## src/rtl/ntt_coef_unpacker_pkg.sv

```systemverilog
// Shared NTT constants: coefficient geometry, modulus, mode codes
// and the unpacker state encoding.
package ntt_coef_unpacker_pkg;

    localparam int COEF_W         = 12;
    localparam int COEFS_PER_WORD = 11;
    localparam int WORD_W         = COEF_W * COEFS_PER_WORD;
    localparam int N              = 256;
    localparam int KYBER_Q        = 3329;

    localparam logic [2:0] FORWARD_NTT_MODE = 3'd0;
    localparam logic [2:0] INVERSE_NTT_MODE = 3'd1;

    typedef enum logic {
        UNPK_EMPTY = 1'b0,
        UNPK_DRAIN = 1'b1
    } unpk_state_t;

endpackage

```

## src/rtl/ntt_coef_unpacker.sv

```systemverilog
// Unpacks packed NTT result words into a framed coefficient stream,
// one coefficient per cycle with valid/ready on both sides.
module ntt_coef_unpacker #(
    parameter int COEF_W         = ntt_coef_unpacker_pkg::COEF_W,
    parameter int COEFS_PER_WORD = ntt_coef_unpacker_pkg::COEFS_PER_WORD,
    parameter int WORD_W         = ntt_coef_unpacker_pkg::WORD_W,
    parameter int N              = ntt_coef_unpacker_pkg::N
) (
    input  logic              clk,
    input  logic              rst,
    input  logic              clear,
    input  logic              word_valid,
    output logic              word_ready,
    input  logic [WORD_W-1:0] word_in,
    output logic              coef_valid,
    input  logic              coef_ready,
    output logic [COEF_W-1:0] coef_out,
    output logic [7:0]        coef_idx,
    output logic              coef_last
);

    import ntt_coef_unpacker_pkg::*;

    localparam int SLOT_W = $clog2(COEFS_PER_WORD);
    localparam logic [SLOT_W-1:0] LAST_SLOT = SLOT_W'(COEFS_PER_WORD - 1);
    localparam logic [7:0] LAST_IDX = 8'(N - 1);

    unpk_state_t       state, state_nxt;
    logic [WORD_W-1:0] holding, holding_nxt;
    logic [SLOT_W-1:0] slot, slot_nxt;
    logic [7:0]        idx, idx_nxt;
    logic              consume;
    logic              final_slot;
    logic              accept;

    assign coef_valid = (state == UNPK_DRAIN);
    assign coef_idx   = idx;
    assign coef_last  = coef_valid & (idx == LAST_IDX);
    assign consume    = coef_valid & coef_ready;
    assign final_slot = (slot == LAST_SLOT) | (idx == LAST_IDX);

    // Refill in the same cycle as the last consume keeps the stream gap-free
    assign word_ready = ~clear & (~coef_valid | (consume & final_slot));
    assign accept     = word_valid & word_ready;

    always_comb begin
        coef_out = '0;
        for (int i = 0; i < COEFS_PER_WORD; i++) begin
            if (coef_valid && slot == SLOT_W'(i)) begin
                coef_out = holding[i*COEF_W +: COEF_W];
            end
        end
    end

    always_comb begin
        state_nxt   = state;
        holding_nxt = holding;
        slot_nxt    = slot;
        idx_nxt     = idx;
        if (consume) begin
            slot_nxt = slot + 1'b1;
            idx_nxt  = (idx == LAST_IDX) ? '0 : idx + 1'b1;
            if (final_slot) begin
                state_nxt = UNPK_EMPTY;
                slot_nxt  = '0;
            end
        end
        if (accept) begin
            state_nxt   = UNPK_DRAIN;
            holding_nxt = word_in;
            slot_nxt    = '0;
        end
        if (clear) begin
            state_nxt   = UNPK_EMPTY;
            holding_nxt = '0;
            slot_nxt    = '0;
            idx_nxt     = '0;
        end
    end

    always_ff @(posedge clk or negedge rst) begin
        if (!rst) begin
            state   <= UNPK_EMPTY;
            holding <= '0;
            slot    <= '0;
            idx     <= '0;
        end else begin
            state   <= state_nxt;
            holding <= holding_nxt;
            slot    <= slot_nxt;
            idx     <= idx_nxt;
        end
    end

endmodule

```

## config.mk

```make
export PLATFORM = sky130hd
export DESIGN_NAME = ntt_coef_unpacker
export DESIGN_NICKNAME = d
export VERILOG_FILES = /design/src/rtl/ntt_coef_unpacker_pkg.sv /design/src/rtl/ntt_coef_unpacker.sv
export SDC_FILE = /design/constraint.sdc
export NUM_CORES = 1
export LEC_CHECK = 0
export CORE_MARGIN = 1.5
export CORE_UTILIZATION = 53
export CTS_BUF_LIST = sky130_fd_sc_hd__clkbuf_2 sky130_fd_sc_hd__clkbuf_4 sky130_fd_sc_hd__clkbuf_8
export DETAILED_ROUTE_END_ITERATION = 12
export HOLD_SLACK_MARGIN = 0.02
export PLACE_DENSITY = 0.91
export SYNTH_ARGS = -nofsm -noshare
export SYNTH_HDL_FRONTEND = slang
export SYNTH_SLANG_ARGS = --single-unit
```

## constraint.sdc

```tcl
create_clock -name clk -period 2.7 [get_ports clk]
set_input_delay 0.405 -clock clk [delete_from_list [all_inputs] [get_ports clk]]
set_output_delay 0.405 -clock clk [all_outputs]
set_load 0.01 [all_outputs]
```

==> results of run 1 <==
## power breakdown
part           switching (mW)  internal (mW)  leakage, nW
sequential             0.0912           2.28         1.96
clock                   0.916          0.687        0.177
combinational           0.364          0.342         2.23
total                    1.37           3.31         4.37
## cell families (layout without fill, tap and decap cells)
group | count (synthesis) | in the layout | share of synthesized area [%]
muxes | 1 | 1 | 0.1346
AOI/OAI and AO/OA | 267 | 267 | 21.43
DFF | 145 | 145 | 48.79
buffers and inverters | 75 | 287 | 4.643
adders and majority gates | 5 | 5 | 0.8412
and+or+nand+nor | 403 | 403 | 23.57
xor gates and xnor gates | 5 | 5 | 0.5889
## stage by stage
stage	util, %	power [mW]	setup TNS, ns
6_report	75.27	4.677	-2.241
5_1_grt	75.27	4.871	-3.344
4_1_cts	73.84	4.666	-2.411
3_5_place_dp	69.69	3.082	-2.373
3_3_place_gp	69.69	3.063	-1.803
2_1_floorplan	-	2.679	0
## placed cells by master, fill, tap and decap left out, drive strengths merged, types with 5 or more instances in the layout
cell / n
a211oi: 8
a21oi: 167
a221oi: 11
buf: 102
clkbuf: 18
clkdlybuf4s50: 144
dfrtp: 145
ha: 5
inv: 15
nand2: 289
nand2b: 5
nand3: 5
nand4b: 5
nor2: 41
nor2b: 14
nor3: 10
o21ai: 22
o221ai: 7
o22ai: 20
o2bb2ai: 8
or3: 7
## repair_timing
| action | CTS | global route |
|---|---|---|
| resized for setup | 86 | 49 |
| endpoints found under the setup margin | 13 | 14 |
| hold buffers | 1 | 0 |
| gates cloned | 0 | 0 |
| hold endpoints to repair | 52 | 0 |
| pin swaps | 13 | 24 |
| buffers inserted | 7 | 5 |
## state kept, by name, summed over array words and instances (netlist names)
name	count
coef_idx	8
coef_valid	1
slot	4
holding	132
## per-layer routing
layer	GRT usage (%)	up-vias	routed length [um]
met5	0	-	0
met4	10.15	0	660
met3	7.472	46	2068
met2	48.55	433	10650
met1	46.38	3669	9928
li1	-	3505	-
## final cells by class
class	count	area [um2]
inverter	7	28.78
clock inverter	14	118.9
timing repair buffer	248	2331
fill	978	3406
clock buffer	18	247.7
multi-input combinational	681	3784
sequential	145	3632
tap	180	225.2
## how the worst max path moves through the flow
stage | slack (ns) | from | cells past startpoint | end
2_1_floorplan | 0.24 | slot[0] | 7 | coef_out[3]
3_3_place_gp | -0.23 | slot[1] | 8 | coef_out[9]
3_5_place_dp | -0.27 | slot[1] | 8 | coef_out[9]
4_1_cts | -0.26 | slot[0] | 10 | coef_out[11]
5_1_grt | -0.33 | slot[1] | 10 | coef_out[9]
6_report | -0.24 | slot[1] | 10 | coef_out[9]
==> flow_metrics.tcl, run 1 <==
set metrics [dict create \
    status "finished with violations" \
    violations "setup timing" \
    grt.total_usage_pct 32.26 \
    synth.largest_area_cell "dfrtp_1" \
    clock-sinks 145 \
    syn_nets 1043 \
    drc 0 \
    synth_edf_count 0 \
    critPathLaunchType "flip-flop" \
    reg2reg_from "slot[0]" \
    setup_viol 12 \
    ys_top_cells_by_count "nand2_1, a21oi_1, dfrtp_1, nor2_1, clkbuf_1" \
    yosysMostFrequentCell "nand2_1" \
    ys_seq_area_share_pct 48.79 \
    syn-cell-area_mm2 0.007437 \
    htreeDepth 4 \
    clk_pin_slew_ns 0.09 \
    clk_path_buf_depth 2 \
    path_class "flip-flop to primary output" \
    dp_slack_ns -0.2686 \
    setup_ws_ns -0.2406 \
    via_per_inst 5.919 \
    io_buffers 159 \
    power_density_mw_per_mm2 451.1 \
    slew_viol_final 0 \
    synth_cell_types 58 \
    diodes 0 \
    fin_area_mm2 0.01037 \
    period_needed_ns 2.941 \
    vdd_ir_drop_max_mv 0.3938 \
    grt_pass1_wl_um 36480 \
    syn_inst 901 \
    vias 7653 \
    p_leak_nw 4.370 \
    antenna_found_initial 0 \
    drtIter0Drc 991 \
    rsz0062_at_grt "true" \
    async_flop_share_pct 100.0 \
    cp.buffers_inverters 4 \
    synth_area_leaders "dfrtp_1, nand2_1, a21oi_1, nor2_1, buf_2" \
    synth-seq-cells 145 \
    skew_ns 0.01037 \
    crit_fanout 5 \
    reg2regPathDepth 9 \
    grt_remaining_overflow 0 \
    slew_headroom_pct 38.32 \
    avgSynthCellArea_um2 8.254 \
    dpl_cell_area_mm2 0.009599 \
    yosysWarnings 0 \
    cts_tree "yes" \
    start_util_pct 54.00 \
    finalWeightedCongestion 0.9701 \
    min_path_type "primary input to asynchronous set/reset pin" \
    grt_pass1_vias 7141 \
    cp_data_arrival_time_ns 2.54 \
    r2r_setup_slack_ns 0.45 \
    die_h_um 121.5 \
    ios 160 \
    worstMarginPinSlew_ns 0.9252 \
    wl_per_cell_um 18.03 \
    hold_ws_ns 0.4563 \
    core_mm2 0.01377 \
    path_common_cell "buf_6" \
    cts_made_buffers 17 \
    hold_violations 0 \
    timing.rr.end "holding[43]" \
    maxCapViolCount 0 \
    hpwl_um 16460 \
    cp_top_family "simple AND/OR/NAND/NOR gates" \
    root_buffer "clkbuf_8" \
    die_x_um 121.5 \
    ant_nets 0 \
    max_freq_mhz 340.1 \
    routed_wl_um 23310 \
    nets 1242 \
    crit_chain "inv_4 -> ha_4 -> and4b_2 -> nand3b_1 -> buf_6 -> buf_6 -> o221ai_2 -> or3_4 -> o22ai_2 -> buf_2" \
    yosysTopAreaCellShare_pct 48.79 \
    fin_crit_sh_pct 108.9 \
    final_cells 1293 \
    grt_max_degree 133 \
    synthFlopType "dfrtp_1" \
    rows 43 \
    cp-end-kind "primary output" \
    die_area_mm2 0.01475 \
    drive_gt1_share_pct 17.52 \
    area_growth_pct 39.40 \
    cpMaxStageDelayCell "dfrtp_2" \
    crit_path_max_incr_delay_ns 0.46 \
    worstPathRequired_ns 2.30 \
    first_pass_iters 9 \
    clkLatencyLatePin_ns 0.46 \
    place_inst 1248 \
]
No activity file was read; power rests on OpenSTA's default activity.
==> run 2, diff against run 1 <==
==> constraint.sdc (replaced) <==
create_clock -name clk -period 3.3 [get_ports clk]
set_input_delay 0.495 -clock clk [delete_from_list [all_inputs] [get_ports clk]]
set_output_delay 0.495 -clock clk [all_outputs]
set_load 0.01 [all_outputs]
==> run 2 against run 1 <==
Cell count down 2.2%. Worst hold slack worse by 0.45 ns. Critical path depth increased by 2. Global-route usage fell by 0.79 points. Sequential power down 18%. The flow now finishes without violations. Highest routed layer unchanged. First-iteration DRC count is 7.7% lower. Wire length decreased by 1.0%. Critical path type unchanged. Non-clock buffer count decreased by 28. Power decreased by 14%. Die area unchanged. Register-to-register slack improved by 0.41 ns. Sequential share of layout area rose by 1.2 points.
==> flow_metrics.tcl, run 2 (synthesis gave the netlist of run 1 again) <==
set metrics [dict create \
    cp.buffers_inverters 6 \
    grt_max_degree 85 \
    final_cell_mix "nand2_1, a21oi_1, clkdlybuf4s50_1" \
    drtIter0Drc 915 \
    clkLatencyLatePin_ns 0.47 \
    core_mm2 0.01377 \
    power_density_mw_per_mm2 400.2 \
    grt.total_usage_pct 31.47 \
    top_layer_used "met4" \
    root_buffer "clkbuf_8" \
    rows 43 \
    wl_per_cell_um 18.23 \
    vdd_ir_drop_max_mv 0.3606 \
    critPathLaunchType "flip-flop" \
    cts_made_buffers 17 \
    grt_remaining_overflow 0 \
    start_util_pct 54.00 \
    max_freq_mhz 312.9 \
    slew_viol_final 0 \
    clk_pin_slew_ns 0.08 \
    setup_viol 0 \
    hpwl_um 15970 \
    finalWeightedCongestion 0.9323 \
    clock-sinks 145 \
    finalSetupTns_ns 0 \
    worstMarginPinSlew_ns 0.8656 \
    crit_path_max_incr_delay_ns 0.47 \
    io_buffers 159 \
    maxCapViolCount 0 \
    grt_pass1_vias 7157 \
    grt_pass1_wl_um 35570 \
    antenna_found_initial 0 \
    wl_met2_um 10630 \
    nets 1214 \
    met3_length_um 1809 \
    skew_ns 0.009820 \
    first_pass_iters 5 \
    clk_path_buf_depth 2 \
    p_leak_nw 4.288 \
    die_x_um 121.5 \
    die_h_um 121.5 \
    largest_register "holding" \
    crit_fanout 7 \
    hold_violations 0 \
    cp-end-kind "primary output" \
    hold_buffers 0 \
    worstPathRequired_ns 2.80 \
    multi_input_area_mm2 0.003602 \
    ios 160 \
    seq_area_mm2 0.003633 \
    fin_crit_sh_pct 96.85 \
    htreeDepth 4 \
    m1WireLength_um 9874 \
    rsz0062_at_grt "false" \
    crit_chain "inv_4 -> ha_4 -> buf_4 -> buf_4 -> buf_4 -> buf_4 -> nand2_1 -> a21oi_1 -> a21oi_1 -> or3_1 -> a31oi_2 -> buf_2" \
    area_growth_pct 34.96 \
    setup_ws_ns 0.1039 \
    largest_reg_flops 132 \
    path_common_cell "buf_4" \
    layout_commonest_cell "nand2_1" \
    vias 7515 \
    cpMaxStageDelayCell "dfrtp_2" \
    cts_tree "yes" \
    min_path_type "primary input to asynchronous set/reset pin" \
    routed_wl_um 23070 \
    reg2regPathDepth 7 \
    power_mw 4.017 \
    ant_nets 0 \
    diodes 0 \
    status "complete, no violations" \
    path_class "flip-flop to primary output" \
    cp_top_family "buffers and inverters" \
    num-fill-cells 1026 \
    drive_gt1_share_pct 12.26 \
    period_needed_ns 3.196 \
    cp_data_arrival_time_ns 2.70 \
    cp.depth 12 \
    via_per_inst 5.941 \
    dp_slack_ns 0.007238 \
    drc 0 \
    slew_headroom_pct 42.29 \
    die_area_mm2 0.01475 \
]
-- run 2: cell count changes in the layout (fill, tap and decap cells not counted), moves of 4 or more --
cell	previous run	this run
buf_4	70	56
buf_6	13	2
buf_2	12	2
inv_6	6	1
dlymetal6s2s_1	1	5
-- run 2: worst paths after layout --
check                      slack, ns        start           end
setup / recovery                0.10      slot[1]   coef_out[2]
hold / removal                  0.01          rst  holding[106]
setup reg to reg                0.86  coef_idx[0]   holding[76]
hold reg to reg                 0.53  holding[89]   holding[89]
max in group asynchronous       2.49          rst   holding[85]
min in group clk                0.28        clear   coef_idx[4]
-- run 2: layout make-up --
class                           instances  area share, %
Multi-Input combinational cell        681          35.89
Clock inverter                         11          1.533
Clock buffer                           21          2.817
Inverter                                7         0.2867
Sequential cell                       145          36.20
Timing Repair Buffer                  220          21.03
Tap cell                              180          2.244
-- run 2: per-layer routing --
metal  global-route usage, %  vias to the layer above
met3                   6.532                       58
met4                   13.31                        0
met5                       0                        -
met1                   43.04                     3605
li1                        -                     3445
met2                   48.80                      407
-- run 2: through the flow --
step	cells	hold slack [ns]	util, %	area [um2]
floorplan	901	0.1994	-	7437
global placement	1216	0.5085	67.86	9346
detailed placement	1216	0.5165	67.86	9346
CTS	1255	0.02058	71.75	9882
global route	1265	0.06501	72.87	10040
finish	1265	0.009844	72.87	10040
-- run 2: where the power goes --
group | internal (mW) | switching [mW] | leakage, nW | total, mW
logic | 0.274 | 0.292 | 2.11 | 0.565
clock network | 0.821 | 0.692 | 0.216 | 1.51
registers | 1.86 | 0.0745 | 1.96 | 1.94
-- run 2: what timing repair did --
| action | in CTS | in global routing |
|---|---|---|
| cloned | 0 | 0 |
| endpoints found under the setup margin | 12 | 12 |
| pin swaps | 1 | 4 |
| buffers inserted | 7 | 10 |
| resized for setup | 24 | 35 |
==> run 3, diff against run 2 <==
--- a/config.mk
+++ b/config.mk
@@ -7,7 +7,7 @@
 export LEC_CHECK = 0
 export CORE_MARGIN = 1.5
 export CORE_UTILIZATION = 53
-export CTS_BUF_LIST = sky130_fd_sc_hd__clkbuf_2 sky130_fd_sc_hd__clkbuf_4 sky130_fd_sc_hd__clkbuf_8
+export CTS_BUF_LIST = sky130_fd_sc_hd__clkbuf_4
 export DETAILED_ROUTE_END_ITERATION = 12
 export HOLD_SLACK_MARGIN = 0.02
 export PLACE_DENSITY = 0.91
==> run 3 against run 2 <==
Critical path depth decreased by 3. Clock skew increased by 0.012 ns. Sequential power about the same. Critical path type unchanged. Critical endpoint is now coef_out[0]. Highest routed layer unchanged.
==> flow_metrics.tcl, run 3 (synthesis gave the netlist of run 1 again) <==
set metrics [dict create \
    clk_path_buf_depth 2 \
    crit_fanout 6 \
    grt_pass1_vias 7191 \
    path_class "flip-flop to primary output" \
    ios 160 \
    drtIter0Drc 837 \
    antenna_found_initial 0 \
    skew_ns 0.02157 \
    min_path_type "primary input to flip-flop" \
    vias 7608 \
    slew_headroom_pct 41.91 \
    multi_input_area_mm2 0.003637 \
    start_util_pct 54.00 \
    critPathLaunchType "flip-flop" \
    rsz0062_at_grt "true" \
    grt.total_usage_pct 31.65 \
    fin_area_mm2 0.009972 \
    cp-end-kind "primary output" \
    largest_register "holding" \
    status "complete, no violations" \
    wl_per_cell_um 17.88 \
    nets 1224 \
    seq_area_mm2 0.003633 \
    final_util_pct 72.40 \
    dpl_cell_area_mm2 0.009346 \
    hold_violations 0 \
    clkLatencyLatePin_ns 0.58 \
    vdd_ir_drop_max_mv 0.2759 \
    root_buffer "clkbuf_4" \
    rows 43 \
    ant_nets 0 \
    worstPathRequired_ns 2.80 \
    grt_max_degree 85 \
    die_x_um 121.5 \
    finalWeightedCongestion 0.9323 \
    clk_pin_slew_ns 0.12 \
    htreeDepth 4 \
    cp_data_arrival_time_ns 2.77 \
    cts_made_buffers 17 \
    cts_tree "yes" \
    area_growth_pct 34.08 \
    grt_remaining_overflow 0 \
    core_mm2 0.01377 \
    io_buffers 159 \
    maxCapViolCount 0 \
    period_needed_ns 3.269 \
    drc 0 \
    clock-sinks 145 \
    final_cell_mix "nand2_1, a21oi_1, clkdlybuf4s50_1" \
    num-fill-cells 1048 \
    fin_crit_sh_pct 99.06 \
    die_h_um 121.5 \
    setup_viol 0 \
    worstMarginPinSlew_ns 0.8713 \
    max_freq_mhz 305.9 \
    via_per_inst 5.962 \
    grt_pass1_wl_um 35780 \
    layout_commonest_cell "nand2_1" \
    die_area_mm2 0.01475 \
    p_leak_nw 4.210 \
    routed_wl_um 22820 \
    drive_gt1_share_pct 13.61 \
    slew_viol_final 0 \
    first_pass_iters 6 \
    hpwl_um 15970 \
    power_mw 3.692 \
    power_density_mw_per_mm2 370.3 \
    largest_reg_flops 132 \
]
## run 3: through the flow
step	worst slack (ns)	TNS (ns)	hold WS, ns	cells
floorplan	0.7484	0	0.1994	901
global route	-0.07826	-0.2391	0.1337	1275
global placement	-0.03916	-0.03916	0.5085	1216
finish	0.03112	0	0.1522	1276
detailed placement	0.007238	0	0.5165	1216
CTS	-0.03720	-0.04294	0.1210	1264
## run 3: power breakdown
group | leakage (nW) | switching [mW] | internal, mW
sequential | 1.96 | 0.0718 | 1.86
combinational | 2.09 | 0.292 | 0.274
clock | 0.155 | 0.660 | 0.530
total | 4.21 | 1.02 | 2.67
## run 3: area by class of cell
cell class                      count  share of cell area (%)
Clock inverter                     14                   1.656
Antenna cell                        1                 0.02509
Multi-Input combinational cell    681                   36.47
Inverter                            7                  0.2635
Sequential cell                   145                   36.44
Timing Repair Buffer              230                   21.53
Tap cell                          180                   2.258
Clock buffer                       18                   1.355
## run 3: metal layers
layer	vias to the layer above	routed length [um]	GRT usage, %
met1	3631	9770	43.94
met4	0	792	12.94
li1	3489	-	-
met2	423	10480	49.01
met3	65	1777	5.968
met5	-	0	0
## run 3: critical path: stages (launching register included)
cell	delay, ns
dfrtp_2	0.44
buf_4	0.15
ha_4	0.18
or3b_4	0.38
buf_4	0.16
nor3_2	0.10
a21oi_1	0.07
a2111oi_2	0.41
nor2_1	0.13
buf_2	0.16
## run 3: final timing paths
| path | from | end | slack, ns | cells after the start |
|---|---|---|---|---|
| worst max-delay path | slot[1] | coef_out[0] | 0.03 | 9 |
| worst min-delay path | clear | coef_idx[4] | 0.15 | 2 |
| worst max register to register | coef_idx[0] | holding[62] | 0.84 | 7 |
| worst min register to register | holding[96] | holding[96] | 0.54 | 2 |
| max in group asynchronous | rst | holding[49] | 2.06 | 3 |
| min in group asynchronous | rst | holding[106] | 0.45 | 2 |
## run 3: what timing repair did
item,4_1_cts,5_1_grt
gates resized for setup,53,26
setup endpoints to repair,12,12
pin swaps,6,10
endpoints found under the hold margin,68,0
hold buffers,1,0
buffers inserted,15,11
